### src/rtl/adder_pkg.sv
// Shared definitions for the bit-serial adder: default width and FSM encoding.
// Latency: n/a (types and constants only).
// Backpressure: n/a.
package adder_pkg;

    // Operand width used when the instantiating logic does not override it.
    localparam int DEFAULT_WIDTH = 8;

    // Controller states; encodings are fixed so debug probes read consistently.
    typedef enum logic [1:0] {
        IDLE  = 2'd0,
        SHIFT = 2'd1,
        DONE  = 2'd2
    } state_t;

endpackage

### src/rtl/full_adder.sv
// One-bit full adder cell: sum and carry-out of three input bits.
// Latency: purely combinational, zero cycles.
// Backpressure: none; output follows inputs continuously.
module full_adder (
    input  logic a,
    input  logic b,
    input  logic cin,
    output logic sum,
    output logic cout
);

    assign sum  = a ^ b ^ cin;
    assign cout = (a & b) | (cin & (a ^ b));

endmodule

### src/rtl/serial_adder.sv
// Bit-serial adder: {cout,sum} = a + b + cin, one bit per clock, LSB first.
// Latency: done pulses after WIDTH edges following the accepted start edge; one result per WIDTH+2 cycles.
// Backpressure: start is only honoured in IDLE; requests during SHIFT/DONE are ignored, not queued.
module serial_adder
    import adder_pkg::*;
#(
    parameter int WIDTH = DEFAULT_WIDTH
) (
    input  logic             clk,
    input  logic             rst_n,
    input  logic             start,
    input  logic [WIDTH-1:0] a,
    input  logic [WIDTH-1:0] b,
    input  logic             cin,
    output logic             busy,
    output logic             done,
    output logic [WIDTH-1:0] sum,
    output logic             cout
);

    // Counter must be able to hold WIDTH-1 even when WIDTH is 1.
    localparam int            CW   = $clog2(WIDTH + 1);
    localparam logic [CW-1:0] LAST = CW'(WIDTH - 1);

    state_t           state_q, state_d;
    logic [WIDTH-1:0] a_sh_q, a_sh_d;
    logic [WIDTH-1:0] b_sh_q, b_sh_d;
    logic [WIDTH-1:0] sum_q, sum_d;
    logic [CW-1:0]    cnt_q, cnt_d;
    logic             carry_q, carry_d;
    logic             cout_q, cout_d;
    logic             busy_q, busy_d;
    logic             done_q, done_d;

    logic             fa_sum;
    logic             fa_cout;

    // Single adder cell; always looks at the current LSBs and the running carry.
    full_adder u_fa (
        .a    (a_sh_q[0]),
        .b    (b_sh_q[0]),
        .cin  (carry_q),
        .sum  (fa_sum),
        .cout (fa_cout)
    );

    // Next-state and datapath update for the IDLE/SHIFT/DONE controller.
    always_comb begin
        state_d = state_q;
        a_sh_d  = a_sh_q;
        b_sh_d  = b_sh_q;
        sum_d   = sum_q;
        cnt_d   = cnt_q;
        carry_d = carry_q;
        cout_d  = cout_q;
        busy_d  = busy_q;
        done_d  = 1'b0;

        case (state_q)
            IDLE: begin
                // sum/cout keep the previous result until a new one completes.
                if (start) begin
                    a_sh_d  = a;
                    b_sh_d  = b;
                    carry_d = cin;
                    cnt_d   = '0;
                    busy_d  = 1'b1;
                    state_d = SHIFT;
                end
            end
            SHIFT: begin
                a_sh_d             = a_sh_q >> 1;
                b_sh_d             = b_sh_q >> 1;
                // Result bits enter at the MSB so after WIDTH shifts bit 0 lands at sum[0].
                sum_d              = sum_q >> 1;
                sum_d[WIDTH-1]     = fa_sum;
                carry_d            = fa_cout;
                cnt_d              = cnt_q + CW'(1);
                if (cnt_q == LAST) begin
                    cout_d  = fa_cout;
                    busy_d  = 1'b0;
                    done_d  = 1'b1;
                    state_d = DONE;
                end
            end
            DONE: begin
                state_d = IDLE;
            end
            default: begin
                busy_d  = 1'b0;
                state_d = IDLE;
            end
        endcase
    end

    // State and datapath registers; reset aborts any operation in flight.
    always_ff @(posedge clk or negedge rst_n) begin
        if (!rst_n) begin
            state_q <= IDLE;
            a_sh_q  <= '0;
            b_sh_q  <= '0;
            sum_q   <= '0;
            cnt_q   <= '0;
            carry_q <= 1'b0;
            cout_q  <= 1'b0;
            busy_q  <= 1'b0;
            done_q  <= 1'b0;
        end else begin
            state_q <= state_d;
            a_sh_q  <= a_sh_d;
            b_sh_q  <= b_sh_d;
            sum_q   <= sum_d;
            cnt_q   <= cnt_d;
            carry_q <= carry_d;
            cout_q  <= cout_d;
            busy_q  <= busy_d;
            done_q  <= done_d;
        end
    end

    assign busy = busy_q;
    assign done = done_q;
    assign sum  = sum_q;
    assign cout = cout_q;

endmodule

### config.mk
export PLATFORM = sky130hd
export DESIGN_NAME = serial_adder
export DESIGN_NICKNAME = d
export VERILOG_FILES = /design/src/rtl/adder_pkg.sv /design/src/rtl/full_adder.sv /design/src/rtl/serial_adder.sv
export SDC_FILE = /design/constraint.sdc
export NUM_CORES = 1
export LEC_CHECK = 0
export BUFFER_PORTS_ARGS = -buffer_cell sky130_fd_sc_hd__clkbuf_2
export CAP_MARGIN = 20
export CORE_AREA = 2 2 55 57
export CTS_BUF_LIST = sky130_fd_sc_hd__clkbuf_2
export DETAILED_ROUTE_END_ITERATION = 12
export DIE_AREA = 0 0 57 59
export PLACE_DENSITY = 0.8
export SLEW_MARGIN = 20
export SYNTH_ARGS = -nofsm -noshare
export SYNTH_HDL_FRONTEND = slang
export SYNTH_HIERARCHICAL = 1
export SYNTH_SLANG_ARGS = --single-unit
### constraint.sdc
create_clock -name clk -period 1.44 [get_ports clk]
set_input_delay 0.072 -clock clk [delete_from_list [all_inputs] [get_ports clk]]
set_output_delay 0.072 -clock clk [all_outputs]
set_load 0.02 [all_outputs]
==> results of run 1 <==
-- worst paths after layout --
| check | startpoint | to | slack [ps] | cells after the start |
|---|---|---|---|---|
| worst max-delay path | state_q[1] | cnt_q[3] | 90 | 3 |
| worst min-delay path | a[2] | a_sh_q[2] | 8 | 3 |
| worst max register to register | state_q[1] | cnt_q[3] | 90 | 3 |
| worst min register to register | sum[4] | sum[3] | 500 | 2 |
| max in group asynchronous | rst_n | b_sh_q[5] | 900 | 3 |
| min in group asynchronous | rst_n | sum[2] | 230 | 3 |
-- critical path: cells and delay by family (launching register included) --
family / cells / cell delay (ps)
flops: 1 / 480
compound gates: 1 / 340
simple gates: 1 / 230
buf+inv: 1 / 190
-- flip-flops by register name (all words and copies together) (netlist names) --
name / flops
busy: 1
cnt_q: 4
done: 1
b_sh_q: 8
carry_q: 1
cout: 1
state_q: 2
a_sh_q: 8
sum: 8
-- metal layers --
layer	routed length (um)	up-vias
met5	0	-
met4	65	0
met1	1350	606
li1	-	615
met2	1670	31
met3	124	8
-- synthesized netlist by cell type, drive strengths merged --
cell type  number
and2b           4
mux2            1
nand3           2
nor2b           4
fa              1
nand2          40
clkbuf          1
ha              1
a32o            1
a21oi           6
nor3            2
o21ai          20
inv             1
o311ai          1
mux2i           1
a22o            1
nand2b          2
buf             7
a22oi          15
nor2            2
o21bai          1
dfrtp          34
-- what timing repair did --
| action | 4_1_cts | 5_1_grt |
|---|---|---|
| endpoints found under the hold margin | 49 | 0 |
| setup endpoints to repair | 0 | 4 |
| resized for setup | 0 | 2 |
| hold buffers | 16 | 0 |
-- power by group through the flow --
stage	clock network (mW)	logic, mW	registers [mW]
finish	0.406	1.58	1.64
global route	0.461	1.77	1.70
CTS	0.426	1.59	1.64
detailed placement	0	1.56	1.66
global placement	0	1.47	1.63
floorplan	0	0.988	1.74
-- kinds of logic after synthesis --
family	count (synthesis)	synth area share [%]
buf+inv	9	3.98
fa+ha+maj	2	2.15
simple gates	56	17.5
flops	34	56.3
compound gates	45	18.6
mux	2	1.41
-- cell type report --
| cell class | instances | area [um2] | share of cell area (%) |
|---|---|---|---|
| repair buffers | 54 | 370 | 19.4 |
| clock buffers | 5 | 25.0 | 1.31 |
| well taps | 31 | 38.8 | 2.04 |
| inverters | 1 | 3.75 | 0.197 |
| multi-input cells | 105 | 604 | 31.7 |
| clock inverters | 2 | 10.0 | 0.526 |
| flip-flops and latches | 34 | 852 | 44.7 |
-- metrics by stage --
stage	cell area (um2)	std cells	util, %	hold slack, ps
3_5_place_dp	1700	209	62.8	124
5_1_grt	1900	232	70.3	9.55
4_1_cts	1900	232	70.0	10.6
3_3_place_gp	1700	209	62.8	115
6_report	1900	232	70.3	7.57
2_1_floorplan	1510	148	-	-224
==> results.json, run 1 <==
{
  "critPathSlowestCell": "dfrtp_2",
  "firstDrtPassIters": 4,
  "worstHoldPathType": "primary input to flop",
  "drc": 0,
  "syn-num-nets": 170,
  "drv_slew": 0,
  "synthTopCellsByArea": "dfrtp_1 (56%), nand2_1 (9.9%), a22oi_1 (7.5%)",
  "clk_latency_ps": 380,
  "grt_max_degree": 35,
  "mostFrequentLayoutCell": "nand2_1",
  "wl_per_cell_um": 13.8,
  "pwr-share-comb_pct": 43.7,
  "n_fill_cell": 207,
  "p_int_mw": 2.09,
  "die_area_mm2": 0.00336,
  "drive_above_1_share_pct": 25.9,
  "cap_violations": 0,
  "status": "finished clean",
  "area.growth.synth_to_final_pct": 26.1,
  "grt_overflow": 0,
  "start_util_pct": 55.7,
  "seq_power_share_pct": 45.1,
  "use_met1_pct": 25.9,
  "switching_share_pct": 42.4,
  "drt_iter0_markers": 57,
  "grt_pass1_wl_um": 5400,
  "path_class": "flop to flop",
  "antenna_found_initial": 0,
  "cp_cell_sequence": "nand2b_2 > buf_4 > o311ai_0",
  "use_met2_pct": 36.6,
  "crit_path_start_kind": "flop",
  "cts_tree": "done",
  "avgSynthCellArea_um2": 10.2,
  "max-slew-margin-rel_pct": 70.6,
  "io_pins": 31,
  "cp_max_fo": 11,
  "synth_area_leader_cell": "dfrtp_1",
  "setup_tns_ps": 0,
  "rows": 19,
  "gp_congestion": 0.760,
  "cts.clk_slew.worst_paths_ps": 160,
  "synth.top_cell.area_share_pct": 56.3,
  "powerDensity_mw_per_mm2": 1900,
  "track_usage_pct": 21.6,
  "arrival_ps": 1630,
  "syn_area_mm2": 0.00151,
  "cts_buffers": 5,
  "grt_busiest_layer": "met2",
  "cts.htree.levels": 2,
  "ys_warn_count": 6,
  "final.setup.worst_slack_ps": 85.8,
  "finalPower_mw": 3.62,
  "ys_ff_latch": 34,
  "portBuffers": 30,
  "ys_types": 28,
  "rsz0062_at_grt": "false",
  "via_per_inst": 5.43,
  "wirelength_um": 3210,
  "clock_tree.buffer_depth": 2,
  "global_route.usage.met3_pct": 5.24,
  "vias": 1260,
  "cts_sinks": 34,
  "skew_ps": 17.3,
  "vdd_drop_max_v": 0.00131,
  "timing.critical_path.slowest_cell_delay_ps": 480,
  "ant_nets": 0,
  "die_x_um": 57,
  "grt_pass1_vias": 1242,
  "fin_crit_ps": 1350,
  "die_h_um": 59,
  "cts_root_buf": "clkbuf_2",
  "synthCells": 148,
  "place_ws_ps": 39.6,
  "core-area_mm2": 0.00271,
  "final_nets": 223,
  "post-cts-setup-buffers": 0,
  "end_kind": "flop",
  "final_hold_viol_count": 0,
  "yosysSeqAreaShare_pct": 56.3,
  "p_switching_mw": 1.54,
  "leakagePower_nw": 0.938,
  "post-dp-hpwl_um": 2210,
  "diodes": 0,
  "max_freq_mhz": 738,
  "worstMarginPinSlew_ps": 439,
  "setup_viol_count_final": 0,
  "pwr-share-clk_pct": 11.2,
  "worstPathRequired_ps": 1720,
  "final_cell_mix": "nand2_1 (40), clkbuf_2 (35), dfrtp_1 (33), o21ai_0 (16), dlygate4sd3_1 (16)",
  "period_share_pct": 94.0
}
No activity file was read; power rests on OpenSTA's default activity.
==> inputs of run 2 (changes only) <==
- SETUP_SLACK_MARGIN: not set -> 0.4
==> results.json, run 2 (synthesis results as in run 1) <==
{
  "path_class": "flop to flop",
  "switching_share_pct": 40.6,
  "firstDrtPassIters": 4,
  "mostFrequentLayoutCell": "nand2_1",
  "max-slew-margin-rel_pct": 64.6,
  "area.sequential_um2": 852,
  "holdWs_ps": -14.6,
  "portBuffers": 30,
  "skew_ps": 30.2,
  "antenna_found_initial": 0,
  "vias": 1562,
  "die_area_mm2": 0.00336,
  "cts_tree": "done",
  "setup_viol_count_final": 0,
  "cap_violations": 0,
  "p_switching_mw": 2.15,
  "die_h_um": 59,
  "drv_slew": 0,
  "diodes": 0,
  "crit_path_start_kind": "flop",
  "cp_max_fo": 7,
  "final_hold_viol_count": 1,
  "min-delay-start": "b[2]",
  "arrival_ps": 1600,
  "p_int_mw": 3.14,
  "track_usage_pct": 27.9,
  "gp_congestion": 0.798,
  "end_kind": "flop",
  "pwr-share-comb_pct": 55.5,
  "cts_sinks": 34,
  "final_cell_mix": "nand2_1 (35), dfrtp_1 (33), buf_4 (28), clkbuf_2 (27)",
  "via_per_inst": 5.85,
  "clk_latency_ps": 400,
  "rows": 19,
  "grt_overflow": 0,
  "n_fill_cell": 103,
  "worstMarginPinSlew_ps": 531,
  "cts.clk_slew.worst_paths_ps": 170,
  "drt_iter0_markers": 74,
  "status": "finished, violations left",
  "io_pins": 31,
  "setup_tns_ps": 0,
  "final_nets": 257,
  "grt_pass1_vias": 1450,
  "clock_tree.buffer_depth": 2,
  "multi_input_area_um2": 781,
  "post-dp-hpwl_um": 2230,
  "seq_power_share_pct": 32.8,
  "worstPathRequired_ps": 1740,
  "start_util_pct": 55.7,
  "ant_nets": 0,
  "pwr-share-clk_pct": 11.8,
  "drive_above_1_share_pct": 46.6,
  "grt_max_degree": 23,
  "area.growth.synth_to_final_pct": 62.9,
  "r2r-start": "state_q[1]",
  "worstHoldPathType": "primary input to flop",
  "wirelength_um": 5090,
  "finalPower_mw": 5.29,
  "drc": 0,
  "grt_pass1_wl_um": 6980,
  "cts.htree.levels": 2,
  "violations": "hold timing",
  "period_share_pct": 90.3,
  "rsz0062_at_grt": "true",
  "wl_per_cell_um": 19.0,
  "crit_start": "state_q[1]",
  "vdd_drop_max_v": 0.00238,
  "die_x_um": 57,
  "leakagePower_nw": 1.19,
  "powerDensity_mw_per_mm2": 2150,
  "max_freq_mhz": 769,
  "fin_crit_ps": 1300,
  "cts_root_buf": "clkbuf_2",
  "cts_buffers": 5,
  "core-area_mm2": 0.00271
}
run 2: changes by cell type in the layout (fill, tap and decap cells not counted), sizes merged:
| cell | before | now |
|---|---|---|
| clkinv | 2 | 1 |
| clkbuf | 35 | 28 |
| bufinv | 0 | 1 |
| o21bai | 1 | 3 |
| and2b | 4 | 5 |
| buf | 8 | 47 |
run 2: cell type report:
| type | instances | share of cell area (%) |
|---|---|---|
| timing repair buffer | 85 | 29.3 |
| inverter | 1 | 0.153 |
| sequential | 34 | 34.6 |
| multi-input combinational | 108 | 31.7 |
| tap | 31 | 1.58 |
| clock buffer | 6 | 1.22 |
| clock inverter | 2 | 1.37 |
run 2: power groups by stage:
stage / logic (mW) / clock network [mW] / registers, mW
CTS: 2.26 / 0.621 / 1.65
global route: 3.12 / 0.663 / 1.77
global placement: 1.43 / 0 / 1.68
finish: 2.93 / 0.623 / 1.73
detailed placement: 1.51 / 0 / 1.71
floorplan: 1.08 / 0 / 1.76
run 2: per-stage QoR:
| stage | cells | setup slack (ps) | util [%] | cell area [um2] |
|---|---|---|---|---|
| 4_1_cts | 259 | 185 | 82.8 | 2240 |
| 5_1_grt | 267 | 101 | 90.8 | 2460 |
| 6_report | 267 | 139 | 90.8 | 2460 |
| 2_1_floorplan | 148 | 259 | - | 1550 |
| 3_5_place_dp | 207 | 73.0 | 63.4 | 1720 |
| 3_3_place_gp | 207 | 177 | 63.4 | 1720 |
run 2: final timing paths:
| path | endpoint | slack, ps | cells past startpoint |
|---|---|---|---|
| max | b_sh_q[7] | 140 | 5 |
| min | b_sh_q[2] | -10 | 3 |
| max reg2reg | b_sh_q[7] | 140 | 5 |
| min reg2reg | b_sh_q[3] | 510 | 2 |
| max in group asynchronous | b_sh_q[7] | 740 | 3 |
| min in group asynchronous | cnt_q[2] | 160 | 2 |
run 2: timing repair:
| action | 4_1_cts | 5_1_grt |
|---|---|---|
| gates cloned | 3 | 1 |
| setup buffers | 26 | 6 |
| endpoints found under the setup margin | 41 | 43 |
| hold endpoints to repair | 34 | 1 |
| hold buffers | 15 | 1 |
| gates resized for setup | 21 | 53 |
| pin swaps | 15 | 12 |
run 2: routing by layer:
metal	track usage [%]	share of wire, %	vias to the layer above
met4	8.64	4.5	0
met5	0	0	-
li1	-	-	693
met1	33.1	37	770
met2	50.1	53	73
met3	6.99	5.6	26
run 2: worst max-delay path: stages, from the launching register on:
cell and delay [ps]:
dfrtp_1 460, buf_6 140, buf_6 120, nor2b_4 250, a21oi_2 100, o21ai_1 140
==> inputs of run 3 (changes only) <==
- CORE_AREA: 2 2 55 57 -> 2 2 63 50
- DIE_AREA: 0 0 57 59 -> 0 0 65 52
==> results.json, run 3 (synthesis results as in run 1) <==
{
  "r2r_slack_ps": 210,
  "area.growth.synth_to_final_pct": 62.0,
  "antenna_found_initial": 0,
  "via_per_inst": 5.77,
  "drt_iter0_markers": 105,
  "rows": 17,
  "firstDrtPassIters": 4,
  "grt_overflow": 0,
  "final_nets": 254,
  "path_class": "flop to flop",
  "max_freq_mhz": 811,
  "cts_root_buf": "clkbuf_2",
  "cp_max_fo": 3,
  "final_cell_mix": "nand2_1 (34), dfrtp_1 (33), clkbuf_2 (25), buf_6 (23), buf_4 (20)",
  "wirelength_um": 5160,
  "grt_pass1_vias": 1442,
  "vdd_drop_max_v": 0.00129,
  "gp_congestion": 0.776,
  "fin_crit_ps": 1230,
  "cts_tree": "done",
  "vias": 1565,
  "die_area_mm2": 0.00338,
  "start_util_pct": 54.2,
  "cts.htree.levels": 2,
  "powerDensity_mw_per_mm2": 2100,
  "mostFrequentLayoutCell": "nand2_1",
  "setup_viol_count_final": 0,
  "clk_latency_ps": 400,
  "portBuffers": 30,
  "period_share_pct": 85.7,
  "cap_violations": 0,
  "wl_per_cell_um": 19.0,
  "max-slew-margin-rel_pct": 76.3,
  "post-dp-hpwl_um": 2260,
  "cts.clk_slew.worst_paths_ps": 200,
  "final_hold_viol_count": 0,
  "multi_input_area_um2": 795,
  "worstRegToRegCells": 4,
  "setup_tns_ps": 0,
  "io_pins": 31,
  "worstPathRequired_ps": 1760,
  "grt_pass1_wl_um": 7110,
  "ant_nets": 0,
  "r2r-end": "cout",
  "timing.critical_path.slowest_cell_delay_ps": 390,
  "drive_above_1_share_pct": 47.6,
  "clock_tree.buffer_depth": 2,
  "cp_cell_sequence": "ha_2 > nand2_2 > nor3_4 > mux2_4",
  "die_h_um": 52,
  "worstMarginPinSlew_ps": 356,
  "die_x_um": 65,
  "worstHoldPathType": "primary input to async pin",
  "diodes": 0,
  "arrival_ps": 1550,
  "critPathSlowestCell": "dfrtp_1",
  "stdcell_count": 271,
  "drc": 0,
  "dp_cells": 216,
  "rsz0062_at_grt": "true",
  "drv_slew": 0,
  "end_kind": "flop",
  "area.sequential_um2": 852,
  "n_fill_cell": 124,
  "crit_start": "cnt_q[1]",
  "r2r-start": "cnt_q[1]",
  "track_usage_pct": 29.6,
  "crit_path_start_kind": "flop",
  "status": "finished clean",
  "grt_max_degree": 23,
  "cts_buffers": 5,
  "skew_ps": 30.5,
  "cts_sinks": 34,
  "leakagePower_nw": 1.16,
  "core-area_mm2": 0.00279
}
[run 3: what timing repair did]
item | CTS | global route
setup endpoints to repair | 37 | 44
resized for setup | 43 | 49
pin swaps | 15 | 12
hold buffers | 17 | 1
buffers inserted | 13 | 10
gates cloned | 6 | 0
hold endpoints to repair | 50 | 1
[run 3: worst max path at each step]
stage	to	slack, ps	cells after the start
2_1_floorplan	cout	260	4
3_3_place_gp	cout	220	3
3_5_place_dp	cout	170	4
4_1_cts	cout	200	4
5_1_grt	cout	170	4
6_report	cout	210	4
[run 3: worst max-delay path, delay by kind of cell (launching register included)]
| kind | cells | cell delay, ps |
|---|---|---|
| fa+ha+maj | 1 | 210 |
| flops | 1 | 390 |
| mux | 1 | 320 |
| simple gates | 2 | 250 |
[run 3: routing by layer]
metal  share of wire [%]  global-route usage, %  wire, um  up-vias
met2                  51                   49.0      2620       83
met4                 3.1                   12.8       158        0
li1                    -                      -         -      685
met5                   0                      0         0        -
met3                 7.6                   8.66       390       21
met1                  39                   36.4      2000      776
[run 3: metrics by stage]
step | area (um2) | utilization [%] | hold slack, ps | worst slack, ps | power [mW]
2_1_floorplan | 1550 | - | -224 | 259 | 2.84
3_3_place_gp | 1740 | 62.5 | 15.7 | 219 | 3.16
3_5_place_dp | 1740 | 62.5 | 27.8 | 168 | 3.25
4_1_cts | 2230 | 80.0 | 5.68 | 203 | 4.37
5_1_grt | 2450 | 87.8 | 108 | 172 | 5.37
6_report | 2450 | 87.8 | 121 | 206 | 5.13
[run 3: cell type report]
| type | instances | share of cell area, % |
|---|---|---|
| tap | 38 | 1.94 |
| inverter | 1 | 0.153 |
| clock inverter | 2 | 0.358 |
| sequential | 34 | 34.8 |
| multi-input combinational | 108 | 32.5 |
| timing repair buffer | 82 | 29.0 |
| clock buffer | 6 | 1.23 |
[run 3: report_power, final]
group / switching, mW / leakage [nW] / internal (mW) / total (mW)
logic: 1.48 / 0.691 / 1.47 / 2.96
clock network: 0.340 / 0.0304 / 0.119 / 0.459
registers: 0.377 / 0.440 / 1.34 / 1.72
total: 2.20 / 1.16 / 2.93 / 5.13
